File: src/rtl/dht11_poll_ctrl_if.sv
// Reader-side bus between the DHT11 poll controller (master) and the one-wire reader (slave).
interface dht11_poll_ctrl_if;
  // Handshake: the master holds rd_measure high until it samples rd_done=1; the slave then
  // keeps rd_done high with stable data bytes until rd_measure has dropped. rd_reset aborts
  // any transfer in progress and the slave must drop rd_done while it is asserted.
  logic       rd_measure;
  logic       rd_reset;
  logic       rd_done;
  logic [7:0] rd_hum;
  logic [7:0] rd_humd;
  logic [7:0] rd_tem;
  logic [7:0] rd_temd;
  logic [7:0] rd_sum;

  modport master (
    output rd_measure, rd_reset,
    input  rd_done, rd_hum, rd_humd, rd_tem, rd_temd, rd_sum
  );

  modport slave (
    input  rd_measure, rd_reset,
    output rd_done, rd_hum, rd_humd, rd_tem, rd_temd, rd_sum
  );
endinterface

File: src/rtl/dht11_poll_ctrl.sv
// DHT11 poll scheduler: periodic/forced measurement, timeout and checksum supervision,
// reader reset with bounded retries, and publication of the last good sample.
module dht11_poll_ctrl #(
  parameter int PERIOD_US    = 2000000,
  parameter int TIMEOUT_US   = 50000,
  parameter int RETRY_GAP_US = 1000000,
  parameter int MAX_RETRY    = 3
) (
  input  logic                clk,
  input  logic                reset,
  input  logic                enable,
  input  logic                force_req,
  dht11_poll_ctrl_if.master   rd,
  output logic [7:0]          hum,
  output logic [7:0]          tem,
  output logic                data_valid,
  output logic                sample_stb,
  output logic                busy,
  output logic                fail,
  output logic [7:0]          err_cnt,
  output logic [2:0]          state_dbg
);

  typedef enum logic [2:0] {
    S_IDLE        = 3'd0,
    S_MEASURE     = 3'd1,
    S_CHECK       = 3'd2,
    S_RELEASE     = 3'd3,
    S_FAIL        = 3'd4,
    S_RETRY_WAIT  = 3'd5,
    S_WAIT_PERIOD = 3'd6
  } state_t;

  // One shared timer serves MEASURE, FAIL and RETRY_WAIT; it is sized for the longest of them.
  localparam int TMAX = (TIMEOUT_US > RETRY_GAP_US) ? TIMEOUT_US : RETRY_GAP_US;
  localparam int TW   = $clog2(TMAX) + 1;
  localparam int PW   = $clog2(PERIOD_US) + 1;

  localparam logic [TW-1:0] TO_LAST   = TW'(TIMEOUT_US - 1);
  localparam logic [TW-1:0] GAP_LAST  = TW'(RETRY_GAP_US - 1);
  localparam logic [PW-1:0] P_LAST    = PW'(PERIOD_US - 1);
  localparam logic [1:0]    RETRY_MAX = 2'(MAX_RETRY);

  state_t        state;
  logic [TW-1:0] timer;
  logic [PW-1:0] ptimer;
  logic [1:0]    retry;
  logic [7:0]    sum_calc;

  assign sum_calc  = rd.rd_hum + rd.rd_humd + rd.rd_tem + rd.rd_temd;
  assign busy      = (state != S_IDLE) && (state != S_WAIT_PERIOD);
  assign state_dbg = state;

  function automatic logic [7:0] sat_inc(input logic [7:0] v);
    return (v == 8'hFF) ? v : v + 8'd1;
  endfunction

  always_ff @(posedge clk) begin
    if (reset) begin
      state         <= S_IDLE;
      timer         <= '0;
      ptimer        <= '0;
      retry         <= '0;
      rd.rd_measure <= 1'b0;
      rd.rd_reset   <= 1'b0;
      hum           <= '0;
      tem           <= '0;
      data_valid    <= 1'b0;
      sample_stb    <= 1'b0;
      fail          <= 1'b0;
      err_cnt       <= '0;
    end else begin
      sample_stb <= 1'b0;
      // Period timer free-runs from the last restart point and parks at its terminal count.
      if (ptimer != P_LAST) ptimer <= ptimer + PW'(1);

      case (state)
        S_IDLE: begin
          if (enable || force_req) begin
            state         <= S_MEASURE;
            rd.rd_measure <= 1'b1;
            timer         <= '0;
            ptimer        <= '0;
          end
        end

        S_MEASURE: begin
          if (rd.rd_done) begin
            state         <= S_CHECK;
            rd.rd_measure <= 1'b0;
          end else if (timer == TO_LAST) begin
            state         <= S_FAIL;
            rd.rd_measure <= 1'b0;
            rd.rd_reset   <= 1'b1;
            timer         <= '0;
            err_cnt       <= sat_inc(err_cnt);
          end else begin
            timer <= timer + TW'(1);
          end
        end

        S_CHECK: begin
          if (rd.rd_sum == sum_calc) begin
            state      <= S_RELEASE;
            hum        <= rd.rd_hum;
            tem        <= rd.rd_tem;
            sample_stb <= 1'b1;
            data_valid <= 1'b1;
            fail       <= 1'b0;
            retry      <= '0;
          end else begin
            state       <= S_FAIL;
            rd.rd_reset <= 1'b1;
            timer       <= '0;
            err_cnt     <= sat_inc(err_cnt);
          end
        end

        S_RELEASE: begin
          if (!rd.rd_done) state <= S_WAIT_PERIOD;
        end

        // rd_reset was raised on entry and stays up for exactly two cycles here.
        S_FAIL: begin
          if (timer == TW'(1)) begin
            state       <= S_RETRY_WAIT;
            rd.rd_reset <= 1'b0;
            timer       <= '0;
          end else begin
            timer <= timer + TW'(1);
          end
        end

        S_RETRY_WAIT: begin
          if (timer == GAP_LAST) begin
            timer <= '0;
            if (retry < RETRY_MAX) begin
              retry         <= retry + 2'd1;
              state         <= S_MEASURE;
              rd.rd_measure <= 1'b1;
              ptimer        <= '0;
            end else begin
              fail   <= 1'b1;
              retry  <= '0;
              state  <= S_WAIT_PERIOD;
              ptimer <= '0;
            end
          end else begin
            timer <= timer + TW'(1);
          end
        end

        S_WAIT_PERIOD: begin
          if (force_req || (enable && ptimer == P_LAST)) begin
            state         <= S_MEASURE;
            rd.rd_measure <= 1'b1;
            timer         <= '0;
            ptimer        <= '0;
          end else if (!enable) begin
            state <= S_IDLE;
          end
        end

        default: state <= S_IDLE;
      endcase
    end
  end

endmodule
File: src/flat_wrapper.sv
// flat-port wrapper written by rule: the top's interface ports become plain ports
module dht11_poll_ctrl_flat 
#(
  parameter int PERIOD_US    = 2000000,
  parameter int TIMEOUT_US   = 50000,
  parameter int RETRY_GAP_US = 1000000,
  parameter int MAX_RETRY    = 3
)
  (clk, reset, enable, force_req, hum, tem, data_valid, sample_stb, busy, fail, err_cnt, state_dbg, rd_rd_measure, rd_rd_reset, rd_rd_done, rd_rd_hum, rd_rd_humd, rd_rd_tem, rd_rd_temd, rd_rd_sum);
  dht11_poll_ctrl_if rd_i ();
  input  logic clk;
  input  logic reset;
  input  logic enable;
  input  logic force_req;
  output logic [7:0] hum;
  output logic [7:0] tem;
  output logic data_valid;
  output logic sample_stb;
  output logic busy;
  output logic fail;
  output logic [7:0] err_cnt;
  output logic [2:0] state_dbg;
  output wire logic [$bits(rd_i.rd_measure)-1:0] rd_rd_measure;
  output wire logic [$bits(rd_i.rd_reset)-1:0] rd_rd_reset;
  input wire logic [$bits(rd_i.rd_done)-1:0] rd_rd_done;
  input wire logic [$bits(rd_i.rd_hum)-1:0] rd_rd_hum;
  input wire logic [$bits(rd_i.rd_humd)-1:0] rd_rd_humd;
  input wire logic [$bits(rd_i.rd_tem)-1:0] rd_rd_tem;
  input wire logic [$bits(rd_i.rd_temd)-1:0] rd_rd_temd;
  input wire logic [$bits(rd_i.rd_sum)-1:0] rd_rd_sum;
  assign rd_rd_measure = rd_i.rd_measure;
  assign rd_rd_reset = rd_i.rd_reset;
  assign rd_i.rd_done = rd_rd_done;
  assign rd_i.rd_hum = rd_rd_hum;
  assign rd_i.rd_humd = rd_rd_humd;
  assign rd_i.rd_tem = rd_rd_tem;
  assign rd_i.rd_temd = rd_rd_temd;
  assign rd_i.rd_sum = rd_rd_sum;
  dht11_poll_ctrl #(.PERIOD_US(PERIOD_US), .TIMEOUT_US(TIMEOUT_US), .RETRY_GAP_US(RETRY_GAP_US), .MAX_RETRY(MAX_RETRY)) u_core (.clk(clk), .reset(reset), .enable(enable), .force_req(force_req), .rd(rd_i), .hum(hum), .tem(tem), .data_valid(data_valid), .sample_stb(sample_stb), .busy(busy), .fail(fail), .err_cnt(err_cnt), .state_dbg(state_dbg));
endmodule
File: config.mk
export PLATFORM = sky130hd
export DESIGN_NAME = dht11_poll_ctrl_flat
export DESIGN_NICKNAME = d
export VERILOG_FILES = /design/src/rtl/dht11_poll_ctrl_if.sv /design/src/rtl/dht11_poll_ctrl.sv /design/src/flat_wrapper.sv
export SDC_FILE = /design/constraint.sdc
export NUM_CORES = 1
export LEC_CHECK = 0
export ABC_AREA = 1
export CORE_UTILIZATION = 57
export CTS_BUF_LIST = sky130_fd_sc_hd__clkbuf_4
export DETAILED_ROUTE_END_ITERATION = 8
export PLACE_DENSITY = 0.92
export SLEW_MARGIN = 25
export SYNTH_ARGS = -nofsm -noshare
export SYNTH_HDL_FRONTEND = slang
export SYNTH_SLANG_ARGS = --single-unit
File: constraint.sdc
create_clock -name clk -period 4.2 [get_ports clk]
set_clock_uncertainty 0.05 [all_clocks]
set_input_delay 0.84 -clock clk [delete_from_list [all_inputs] [get_ports clk]]
set_output_delay 0.84 -clock clk [all_outputs]
set_load 0.02 [all_outputs]
==> impl_metrics.tcl, run 1 <==
set metrics [dict create \
    outcome "completed" \
    vias 5775 \
    yosysUniqueCellTypes 40 \
    cp-end-kind "flop" \
    tritoncts "yes" \
    period_share_pct 96.2 \
    setup_viol 0 \
    finalWeightedCongestion 0.954 \
    clock_path_buffers 2 \
    crit_chain "clkdlybuf4s50_1 -> fa_1 -> fa_1 -> fa_2 -> xnor2_2 -> nand3_1 -> nor2_1 -> nand3_1 -> nor2_2 -> nand4_4 -> nand3_4 -> nand2_1 -> a21oi_1" \
    syn_nets 917 \
    power_density_nw_per_um2 374 \
    worstSetupPathType "in -> reg" \
    groute.layer.met3.usage_pct 5.78 \
    nets 1000 \
    drtIter0Drc 313 \
    cp_top_family "adder cells" \
    dr.pass1.iters 5 \
    finalInstanceArea_sq_um 6650 \
    final_cell_mix "nand2_1 (225), inv_1 (105), nor2_1 (98)" \
    numCtsBuffers 9 \
    syn_area_sq_um 5470 \
    drt_wl_total_mm 13.9 \
    hp-class "reg -> reg" \
    period_needed_ns 4.04 \
    first_global_vias 5437 \
    crit_required_ns 4.49 \
    synth_warnings 0 \
    fmax_mhz 248 \
    antenna_found_initial 0 \
    io_pins 78 \
    dp_hpwl_mm 10.4 \
    utilization_pct 71.6 \
    ant_nets 0 \
    ir_drop_mv 0.208 \
    worst_slew_pin_slew_ns 1.07 \
    critPathLaunchType "input pin" \
    dpl-instance-area_sq_um 6400 \
    fin_tns_setup_ns 0 \
    clk_pin_slew_ns 0.13 \
    area_delta_synth_final_pct 21.6 \
    maxCapViolCount 0 \
    io_buffers 77 \
    cp.arrival_ns 4.33 \
    netlist_instances 846 \
    crit_buf_inv 1 \
    reg2reg_slack_ns 1.49 \
    holdBufCountCts 0 \
    cp_max_fo 13 \
    row_count 35 \
    diodes 0 \
    grt_pass1_wl_mm 23.2 \
    start_util_pct 58.9 \
    crit_path_top_delay_cell "fa_2" \
    die-area_sq_um 9980 \
    slew_headroom_pct 28.2 \
    synth_seq_cells 77 \
    power.leakage_nw 2.79 \
    hold_violations 0 \
    grt_remaining_overflow 0 \
    post_drt_wl_per_cell_um 13.0 \
    grt.busiest_layer "met2" \
    core_area_sq_um 9280 \
    syn_avg_cell_area_sq_um 6.46 \
    viasPerCell 5.43 \
    slew_violations 0 \
    drcViolationCount 0 \
    drive_above_1_share_pct 7.39 \
    grt_use_met1_pct 33.8 \
    use_met2_pct 49.5 \
    die_height_um 99.9 \
    yosysSeqAreaShare_pct 28.2 \
    h-tree-depth 3 \
    layout_commonest_cell "nand2_1" \
    cts_root_buf "clkbuf_4" \
    critPathMaxStageDelay_ns 0.62 \
    die_w_um 99.9 \
    grt_start_max_net_pins 41 \
    cts.sinks 77 \
    grt_use_total_pct 28.5 \
    clkLatencyLatePin_ns 0.44 \
]
-- routing by layer --
metal | up-vias | part of all wire (%)
met1 | 2586 | 41
li1 | 2918 | -
met2 | 222 | 49
met5 | - | 0
met4 | 0 | 3.0
met3 | 49 | 6.8
-- worst reg2reg max path: stages (launching register included) --
cell,delay [ns]
dfxtp_1,0.56
ha_1,0.30
nand2_2,0.10
inv_2,0.08
nand2_2,0.08
nor3_2,0.22
nand3_4,0.22
nand2_4,0.14
inv_2,0.08
a21oi_2,0.15
nand3_2,0.10
nand2_2,0.25
inv_2,0.14
o211ai_1,0.11
inv_1,0.05
-- report_power, final --
part	total (mW)	switching (mW)	leakage [nW]	internal, mW
combinational	1.11	0.705	2.09	0.401
sequential	0.858	0.0712	0.622	0.787
clock	0.523	0.279	0.0846	0.244
total	2.49	1.06	2.79	1.43
-- cells in the mapped netlist (all sizes together) --
library cell	instances	area share, %
fa	14	5.1
a31oi	1	0.11
nor4	5	0.57
o211ai	6	0.82
dfxtp	77	28
nor3b	3	0.60
a21oi	57	5.4
clkinv	1	0.091
inv	113	7.8
or3b	1	0.16
xor2	17	2.9
nand2	232	16
o21a	3	0.41
nor2	102	7.3
nand4	41	5.0
nand3b	4	0.55
o21ai	21	1.9
nor3	23	2.4
or2	1	0.11
xnor2	3	0.48
nand3	86	8.6
ha	12	2.7
o211a	2	0.37
buf	9	1.2
clkbuf	12	0.82
-- flip-flops by register name, summed over array words and instances (netlist names) --
register and cells:
u_core.ptimer 22, u_core.timer 21, u_core.err_cnt 8, u_core.hum 8
u_core.tem 8, u_core.state_dbg 3, u_core.retry 2, u_core.data_valid 1
u_core.fail 1, u_core.rd.rd_measure 1, u_core.rd.rd_reset 1, u_core.sample_stb 1
-- final timing paths --
kind	startpoint	to	cells after the start
max	rd_rd_tem[2]	u_core.timer[6]	13
min	u_core.tem[5]	u_core.tem[5]	2
max reg2reg	u_core.timer[0]	u_core.ptimer[3]	14
min reg2reg	u_core.tem[5]	u_core.tem[5]	2
-- what timing repair did --
item,CTS,global route
endpoints found under the hold margin,0,0
resized for setup,0,14
setup buffers,0,3
endpoints found under the setup margin,0,51
-- cells by family (layout without fill, tap and decap cells) --
logic type	Yosys count	after routing	share of synthesized area, %
AND/OR/NAND/NOR	498	499	41.7
buffers and inverters	135	222	9.87
flip-flops	77	77	28.2
adder cells (fa/ha/maj)	26	26	7.88
XOR/XNOR	20	20	3.34
AO/OA/AOI/OAI	90	90	9.00
-- through the flow --
stage | power (mW) | hold slack (ns) | std cells | setup slack [ns]
2_1_floorplan | 1.65 | 0.393 | 846 | 0.358
3_3_place_gp | 1.91 | 0.402 | 1043 | -0.248
3_5_place_dp | 1.94 | 0.402 | 1043 | -0.379
4_1_cts | 2.46 | 0.422 | 1059 | 0.0439
5_1_grt | 2.68 | 0.442 | 1063 | -0.00341
6_report | 2.49 | 0.422 | 1063 | 0.161
-- final cells by class --
type | count | area, sq um
multi-input cells | 635 | 3420
clock buffers | 9 | 67.6
flip-flops and latches | 77 | 1540
inverters | 114 | 432
repair buffers | 92 | 931
fillers | 752 | 2640
clock inverters | 7 | 97.6
well taps | 129 | 161
Power figures use the tool's default switching activity.
==> run 2, diff against run 1 <==
Settings changed: SKIP_CTS_REPAIR_TIMING set to 1.
==> results of run 2 <==
Same layout as run 1: the final DEF is identical, and so are final timing and power.
